===== src/rtl/pad_input_conditioner.sv =====
// pad_input_conditioner: synchronizes, debounces and resolves paddle buttons into game pad codes plus a press pulse.
module pad_input_conditioner #(
  parameter int DEBOUNCE_CYCLES = 1000000,
  parameter int CNT_WIDTH       = 20,
  parameter bit BTN_ACTIVE_LOW  = 1'b0
) (
  input  logic       s_axi_aclk,
  input  logic       s_axi_aresetn,
  input  logic       btn_l_up,
  input  logic       btn_l_dn,
  input  logic       btn_r_up,
  input  logic       btn_r_dn,
  output logic [1:0] Left_pad_control,
  output logic [1:0] Right_pad_control,
  output logic       press_pulse,
  output logic [3:0] btn_state
);
  localparam logic [CNT_WIDTH-1:0] CNT_MAX = CNT_WIDTH'(DEBOUNCE_CYCLES - 1);
  logic [3:0] sync1_q, sync1_d, sync2_q, sync2_d, stable_q, stable_d, state_q, state_d;
  logic [3:0][CNT_WIDTH-1:0] cnt_q, cnt_d;
  logic [1:0] left_q, left_d, right_q, right_d;
  logic       pulse_q, pulse_d;
  always_comb begin
    sync1_d  = {btn_r_dn, btn_r_up, btn_l_dn, btn_l_up} ^ {4{BTN_ACTIVE_LOW}};
    sync2_d  = sync1_q;
    stable_d = stable_q;
    cnt_d    = cnt_q;
    for (int i = 0; i < 4; i++) begin
      stable_d[i] = (sync2_q[i] != stable_q[i] && cnt_q[i] == CNT_MAX) ? sync2_q[i] : stable_q[i];
      cnt_d[i]    = (sync2_q[i] == stable_q[i] || cnt_q[i] == CNT_MAX) ? '0 : cnt_q[i] + CNT_WIDTH'(1);
    end
    // both directions held resolves to hold (00)
    left_d  = {stable_q[1] & ~stable_q[0], stable_q[0] & ~stable_q[1]};
    right_d = {stable_q[3] & ~stable_q[2], stable_q[2] & ~stable_q[3]};
    state_d = stable_q;
    pulse_d = |(stable_q & ~state_q);
  end
  always_ff @(posedge s_axi_aclk or negedge s_axi_aresetn) begin
    if (!s_axi_aresetn) begin
      sync1_q  <= '0;
      sync2_q  <= '0;
      stable_q <= '0;
      cnt_q    <= '0;
      left_q   <= '0;
      right_q  <= '0;
      state_q  <= '0;
      pulse_q  <= 1'b0;
    end else begin
      sync1_q  <= sync1_d;
      sync2_q  <= sync2_d;
      stable_q <= stable_d;
      cnt_q    <= cnt_d;
      left_q   <= left_d;
      right_q  <= right_d;
      state_q  <= state_d;
      pulse_q  <= pulse_d;
    end
  end
  assign Left_pad_control  = left_q;
  assign Right_pad_control = right_q;
  assign btn_state         = state_q;
  assign press_pulse       = pulse_q;
endmodule

===== config.mk =====
export PLATFORM = sky130hd
export DESIGN_NAME = pad_input_conditioner
export DESIGN_NICKNAME = d
export VERILOG_FILES = /design/src/rtl/pad_input_conditioner.sv
export SDC_FILE = /design/constraint.sdc
export NUM_CORES = 1
export LEC_CHECK = 0
export BUFFER_PORTS_ARGS = -buffer_cell sky130_fd_sc_hd__buf_2
export CORE_ASPECT_RATIO = 1.25
export CORE_UTILIZATION = 56
export DETAILED_ROUTE_END_ITERATION = 6
export PLACE_DENSITY = 0.75
export SYNTH_ARGS = -nofsm -noshare
export SYNTH_HDL_FRONTEND = slang
export SYNTH_SLANG_ARGS = --single-unit

===== constraint.sdc =====
create_clock -name s_axi_aclk -period 2.16 [get_ports s_axi_aclk]
set_input_delay 0.108 -clock s_axi_aclk [delete_from_list [all_inputs] [get_ports s_axi_aclk]]
set_output_delay 0.108 -clock s_axi_aclk [all_outputs]
set_load 0.02 [all_outputs]

Word-level counts from Yosys, hierarchy flattened
Index checks and enable logic that the tools add are counted.
Word-level totals
  bits in registers: 101
  memories: 0
  ROM bits: 0
  latch bits: 0
  RAM bits: 0
  output and inout bits: 9
Cells by class
  eq/ne operators: 12
  muxes and demuxes: 4
  bitwise gates (word level): 10
  $add $sub $neg: 4
  shift-type cells: 0
  div/mod/pow operators: 0
  order comparisons: 0
  reductions and logical operators: 9
  multipliers: 0
Operators with widths (count)
  20-bit by 1-bit adder with 20-bit output (second input constant): 4
  20-bit == test (second input constant): 4
  20-bit two-way mux: 4
  1-bit AND: 4
  4-bit AND: 1
  1-bit == test: 4
  1-bit logical AND: 4
  1-bit logical OR: 4
  1-bit inequality test: 4
  1-bit inverter: 4
  4-bit inverter: 1
  4-bit OR reduction: 1

Logic depth before layout (Yosys ltp)
Gate-level depths: netlist (run 1).
  word-level depth: 3
  gate-level depth with buffers: 6

Least setup slack after synthesis (run 1)
No wires, ideal clock.
  path type: register -> register
  start point: register cnt_q[32] (netlist name)
  end point: register stable_q[1]
  cell stages (with the launch flop): 5
  arrival time: 1.939 ns
  slack: 0.093 ns
  buffers on the path: 0
  clock period less this slack: 2.067 ns
  path through: dfrtp_1 or4_1 or4_4 nor2_1 mux2_1
On the way
  cells in the longest elaborated chain, start to end: 2
RTL lines
  from (decl): RTL line 20  | logic [3:0][CNT_WIDTH-1:0] cnt_q, cnt_d;
  from (signal assigned): RTL line 52  | cnt_q <= cnt_d;
  20-bit == test: RTL line 29  | stable_d[i] = (sync2_q[i] != stable_q[i] && cnt_q[i] == CNT_MAX) ? sync2_q[i] : stable_q[i];
  1-bit logical AND: RTL line 29
  to (signal assigned): RTL line 51  | stable_q <= stable_d;
  to (decl): RTL line 19  | logic [3:0] sync1_q, sync1_d, sync2_q, sync2_d, stable_q, stable_d, state_q, state_d;
Every way passes these cells.
A chain may end at the register's enable or synchronous reset.

Worst setup path after layout (run 1)
  start point: register cnt_q[73] (netlist name)
  end point: register stable_q[3]
Same word-level chain as after synthesis.

==> results.json, run 1 <==
{
  "crit_chain": "or4_1, or4_1, nor2_1, mux2_2",
  "crit_top_cell": "or4_1",
  "dpl.hpwl_um": 5550,
  "wl_um": 7950,
  "cpMaxStageDelayCell": "or4_1",
  "cap_violations": 0,
  "io_buffers": 14,
  "reg2reg_slack_ns": 0.09,
  "syn_inst": 456,
  "slew_headroom_pct": 59.2,
  "avgSynthCellArea_sq_um": 10.2,
  "reg2reg_depth": 4,
  "startpoint_type": "register",
  "ant_nets": 0,
  "seqPwrFrac_pct": 61.3,
  "cts_buffer_depth": 2,
  "numCtsBuffers": 9,
  "areaGrowthSynthToFinish_pct": 13.0,
  "initial_utilization_pct": 58.7,
  "setup_tns_ns": 0,
  "grt_use_total_pct": 20.2,
  "gr-total-overflow": 0,
  "hp-class": "input port to asynchronous set/reset pin",
  "cellPowerDensity_nw_per_um2": 601,
  "p_sw_share_pct": 22.7,
  "coreArea_sq_um": 7930,
  "crit_required_ns": 2.40,
  "power.switching_mw": 0.717,
  "p_int_mw": 2.44,
  "max_stage_delay_ns": 0.57,
  "syn_area_sq_um": 4650,
  "num_io_pins": 15,
  "worstReg2RegStart": "cnt_q[73]",
  "setup_viol": 0,
  "clock_skew_ns": 0.00777,
  "gp_congestion": 0.810,
  "die_y_um": 104,
  "cts_root_buf": "clkbuf_8",
  "grt_pass1_wl_um": 14500,
  "min_period_ns": 2.07,
  "synth_nets": 466,
  "maxSlewViolCount": 0,
  "setup.worst_path.class": "register to register",
  "clock_sinks": 101,
  "grt_setup_unrepaired": "no",
  "grt_pass1_vias": 3361,
  "ir_worst_vdd_v": 0.000676,
  "yosys.cell_types.count": 40,
  "drive_gt1_share_pct": 14.2,
  "p_comb_share_pct": 4.1,
  "routed-via-count": 3347,
  "cts-htree-levels": 3,
  "antenna_cells": 0,
  "fin_crit_sh_pct": 95.9,
  "ys_ff_latch": 101,
  "routedWlPerCell_um": 13.2,
  "cts_tree": "yes",
  "fin_nets": 512,
  "rr_endpoint": "stable_q[3]",
  "dieArea_sq_um": 8680,
  "vias_per_cell": 5.57,
  "yosysWarnings": 0,
  "rows": 36,
  "end_kind": "register",
  "hold_viol": 0,
  "power.total_mw": 3.16,
  "tightest_slew_ns": 0.607,
  "drt_first_pass_iters": 4,
  "grt_max_degree": 50,
  "pwr-share-clk_pct": 34.6,
  "synth-seq-area-share_pct": 54.3,
  "clk_latency_ns": 0.35,
  "clkTransAtPathRegs_ns": 0.09,
  "max_freq_ghz": 0.483,
  "antenna_found_initial": 0,
  "arrival_ns": 2.31,
  "path_max_fanout": 5,
  "drt_iter0_drc": 126,
  "leakagePower_nw": 2.16,
  "chipWidth_um": 83.5,
  "status": "complete, no violations",
  "drc_errors": 0
}
[cell usage after synthesis]
library cell,count,area (sq um)
or4_1,13,97.6
clkbuf_1,1,3.75
or4bb_1,1,11.3
a22oi_1,1,7.51
or2_2,2,12.5
nor3_1,20,100
buf_6,3,33.8
a21oi_1,12,60.1
nor2_1,83,312
nor2b_1,2,12.5
and2_1,1,6.26
mux2i_1,6,60.1
or3_2,3,22.5
o31ai_1,4,30.0
buf_2,4,20.0
o21ai_4,2,32.5
o21ai_0,11,55.1
or4b_1,1,10.0
xnor2_1,47,412
nand3_1,25,125
ha_1,4,50.1
mux2_2,1,11.3
and3_2,1,7.51
o221ai_1,1,8.76
xor2_1,11,96.3
o21ai_2,1,8.76
nor4_1,15,93.8
or3_1,2,12.5
nand4_1,17,106
nand2_1,20,75.1
nand4bb_1,1,11.3
and3_1,3,18.8
dfrtp_1,101,2530
o21ai_1,1,5.00
inv_1,25,93.8
or4_4,2,22.5
mux2_1,3,33.8
nand3_2,1,10.0
nand4b_1,1,8.76
a31o_2,3,26.3
[power groups by stage]
stage | combinational, mW | sequential (mW) | clock [mW]
floorplan | 0.0569 | 1.97 | 0
global placement | 0.121 | 1.97 | 0
detailed placement | 0.125 | 1.97 | 0
CTS | 0.132 | 1.94 | 1.12
global route | 0.149 | 1.94 | 1.19
finish | 0.129 | 1.94 | 1.09
[worst max-delay path: cells and delay by family (launching register included)]
| kind | cells | cell delay [ns] |
|---|---|---|
| and+or+nand+nor | 3 | 1.20 |
| muxes | 1 | 0.34 |
| DFF | 1 | 0.42 |
[cell families after synthesis]
logic type	Yosys count	share of synthesized area, %
AO/OA/AOI/OAI	36	5.03
buffers and inverters	33	3.25
multiplexers	10	2.26
flip-flops	101	54.3
adder cells (fa/ha/maj)	4	1.08
XOR/XNOR	58	10.9
AND/OR/NAND/NOR	214	23.1
[layout by cell type, fill, tap and decap left out, types with 3 or more instances in the layout]
master,n
a21oi_1,12
xnor2_1,47
nor4_1,15
nand2_1,20
dlygate4sd3_1,5
clkbuf_8,11
a31o_2,3
mux2_1,3
inv_1,25
nand3_1,25
buf_2,13
ha_1,3
dfrtp_1,101
nor2_1,82
o31ai_1,4
mux2i_1,6
or4_4,3
o21ai_0,11
xor2_1,11
or4_1,12
nand4_1,17
nor3_1,20
or3_2,3
and3_1,3
buf_4,20
buf_12,4
[worst max path at each step]
| stage | start | endpoint | slack (ns) | cells past startpoint |
|---|---|---|---|---|
| detailed placement | cnt_q[60] | cnt_q[78] | 0.05 | 5 |
| floorplan | cnt_q[32] | stable_q[1] | 0.09 | 4 |
| global placement | cnt_q[32] | stable_q[1] | 0.11 | 4 |
| finish | cnt_q[73] | stable_q[3] | 0.09 | 4 |
| CTS | cnt_q[60] | cnt_q[78] | 0.03 | 5 |
| global route | cnt_q[73] | stable_q[3] | 0.008 | 4 |
[sequential cells by signal, indices dropped and copies added, names as in the netlist]
name,count
cnt_q,80
btn_state,4
stable_q,4
sync1_q,4
sync2_q,4
Left_pad_control,2
Right_pad_control,2
press_pulse,1
[repair_timing]
item / 4_1_cts / 5_1_grt
endpoints found under the hold margin: 32 / 0
buffers inserted: 0 / 0
resized for setup: 0 / 5
hold buffers: 5 / 0
endpoints found under the setup margin: 0 / 21
[area by class of cell]
cell class	instances	area [sq um]
clock buffer	12	155
clock inverter	3	21.3
fill	616	2670
inverter	25	93.8
multi-input combinational	322	1990
sequential	101	2530
tap	95	119
timing repair buffer	43	357
[per-layer routing]
metal  global-route usage [%]  vias to the layer above  routed length [um]
li1                         -                     1662                   -
met1                     24.9                     1634                3630
met2                     35.0                       42                4000
met3                     3.65                        9                 211
met4                     7.87                        0                 103
met5                        0                        -                   0
[metrics by stage]
step | cells | hold WS [ns] | cell area, sq um | util, % | setup WS, ns
after global placement | 581 | 0.0549 | 5020 | 63.3 | 0.110
after global routing | 601 | 0.230 | 5260 | 66.3 | 0.00810
after floorplan | 456 | -0.188 | 4650 | - | 0.0931
after CTS | 601 | 0.215 | 5240 | 66.1 | 0.0328
final | 601 | 0.206 | 5260 | 66.3 | 0.0894
after detailed placement | 581 | 0.0546 | 5020 | 63.3 | 0.0524
(Power assumes the default switching activity.)
==> run 2, diff against run 1 <==
--- a/config.mk
+++ b/config.mk
@@ -6,7 +6,6 @@
 export NUM_CORES = 1
 export LEC_CHECK = 0
 export BUFFER_PORTS_ARGS = -buffer_cell sky130_fd_sc_hd__buf_2
-export CORE_ASPECT_RATIO = 1.25
 export CORE_UTILIZATION = 56
 export DETAILED_ROUTE_END_ITERATION = 6
 export PLACE_DENSITY = 0.75
==> results.json, run 2 (synthesis gave the netlist of run 1 again) <==
{
  "status": "complete, no violations",
  "startpoint_type": "register",
  "place_area_sq_um": 5040,
  "initial_utilization_pct": 59.0,
  "setup_viol": 0,
  "clkTransAtPathRegs_ns": 0.09,
  "gp_congestion": 0.824,
  "leakagePower_nw": 2.18,
  "tightest_slew_ns": 0.614,
  "max_stage_delay_ns": 0.52,
  "dpl.hpwl_um": 6030,
  "antenna_cells": 0,
  "slew_headroom_pct": 58.7,
  "drive_gt1_share_pct": 14.8,
  "drt_iter0_drc": 141,
  "die_y_um": 93.1,
  "max_freq_ghz": 0.472,
  "maxSlewViolCount": 0,
  "critPathLaunch": "cnt_q[10]",
  "cts_root_buf": "clkbuf_8",
  "cpMaxStageDelayCell": "or4_4",
  "fin_crit_sh_pct": 98.2,
  "grt_pass1_wl_um": 15400,
  "wl_um": 8720,
  "worstReg2RegStart": "cnt_q[10]",
  "ant_nets": 0,
  "critPathTopFamily": "simple AND/OR/NAND/NOR gates",
  "areaGrowthSynthToFinish_pct": 14.4,
  "crit_chain": "or4_1, or4_4, nor2_1, mux2_1",
  "setup.worst_path.class": "register to register",
  "antenna_found_initial": 0,
  "crit_cells": 4,
  "gr-total-overflow": 0,
  "seqCellArea_sq_um": 2530,
  "fillers": 600,
  "chipWidth_um": 93.1,
  "grt_pass1_vias": 3378,
  "arrival_ns": 2.35,
  "vias_per_cell": 5.56,
  "setup_tns_ns": 0,
  "end_kind": "register",
  "drt_first_pass_iters": 5,
  "hold_viol": 0,
  "ir_worst_vdd_v": 0.000377,
  "routed-via-count": 3391,
  "cap_violations": 0,
  "min_period_ns": 2.12,
  "worstSetupEndpoint": "stable_q[0]",
  "clock_skew_ns": 0.0105,
  "cts-htree-levels": 3,
  "reg2reg_depth": 4,
  "final_cell_mix": "dfrtp_1 (101), nor2_1 (82), xnor2_1 (47)",
  "routedWlPerCell_um": 14.3,
  "coreArea_sq_um": 7890,
  "cts_buffer_depth": 2,
  "dieArea_sq_um": 8680,
  "cellPowerDensity_nw_per_um2": 631,
  "grt_use_total_pct": 22.6,
  "drc_errors": 0,
  "regMostFlops": "cnt_q",
  "io_buffers": 14,
  "layout_commonest_cell": "dfrtp_1",
  "fin_nets": 514,
  "reg2reg_slack_ns": 0.04,
  "largest_reg_flops": 80,
  "numCtsBuffers": 9,
  "clk_latency_ns": 0.36,
  "cts_setup_buffers": 0,
  "path_max_fanout": 4,
  "finalInstanceArea_sq_um": 5320,
  "crit_required_ns": 2.39,
  "cts_tree": "yes",
  "grt_setup_unrepaired": "no",
  "num_io_pins": 15,
  "multi_input_area_sq_um": 1990,
  "rr_endpoint": "stable_q[0]",
  "clock_sinks": 101,
  "rows": 32,
  "grt_max_degree": 48,
  "hp-class": "input port to asynchronous set/reset pin",
  "path_buf_inv": 0
}
==> run 2: cell count changes in the layout (fill, tap and decap cells not counted) <==
cell,before,now
bufinv_16,0,2
buf_4,20,23
buf_6,1,0
clkinv_4,1,0
or4_1,12,11
or4_4,3,4
clkbuf_8,11,10
==> run 2: worst min-delay path by stage <==
stage	startpoint	endpoint	slack [ns]	depth (start not counted)
6_report	s_axi_aresetn	cnt_q[78]	0.16	2
5_1_grt	s_axi_aresetn	cnt_q[79]	0.17	2
4_1_cts	s_axi_aresetn	cnt_q[78]	0.16	2
3_5_place_dp	s_axi_aresetn	cnt_q[78]	0.005	1
3_3_place_gp	s_axi_aresetn	cnt_q[75]	0.007	1
2_1_floorplan	s_axi_aresetn	Left_pad_control[0]	-0.19	0
==> run 2: per-stage QoR <==
step                hold slack [ns]  power, mW  utilization, %  instances  setup slack [ns]
floorplan                    -0.188       2.03               -        456            0.0931
global placement            0.00673       2.10            63.9        590             0.113
detailed placement          0.00546       2.11            63.9        590            0.0398
CTS                           0.159       3.40            67.2        610            0.0200
global route                  0.172       3.50            67.4        610           0.00118
finish                        0.159       3.36            67.4        610            0.0398
==> run 2: cell type report <==
| type | instances | area share, % |
|---|---|---|
| clock inverter | 4 | 1.36 |
| inverter | 25 | 1.76 |
| multi-input combinational | 322 | 37.4 |
| tap | 102 | 2.40 |
| clock buffer | 11 | 2.66 |
| timing repair buffer | 45 | 6.91 |
| sequential | 101 | 47.5 |
==> run 2: routing by layer <==
metal / wire, um / GRT usage (%) / up-vias
met4: 75 / 4.87 / 0
met2: 4450 / 39.3 / 33
li1: - / - / 1671
met5: 0 / 0 / -
met1: 3950 / 28.9 / 1679
met3: 237 / 5.20 / 8
==> run 2: what timing repair did <==
| item | CTS | global route |
|---|---|---|
| resized for setup | 0 | 5 |
| endpoints found under the setup margin | 0 | 13 |
| hold buffers | 5 | 0 |
| hold endpoints to repair | 69 | 0 |
==> run 2: report_power, final <==
group | total (mW) | internal, mW | switching, mW
Sequential | 1.94 | 1.91 | 0.0219
Combinational | 0.135 | 0.0523 | 0.0830
Clock | 1.28 | 0.677 | 0.607
Total | 3.36 | 2.64 | 0.712
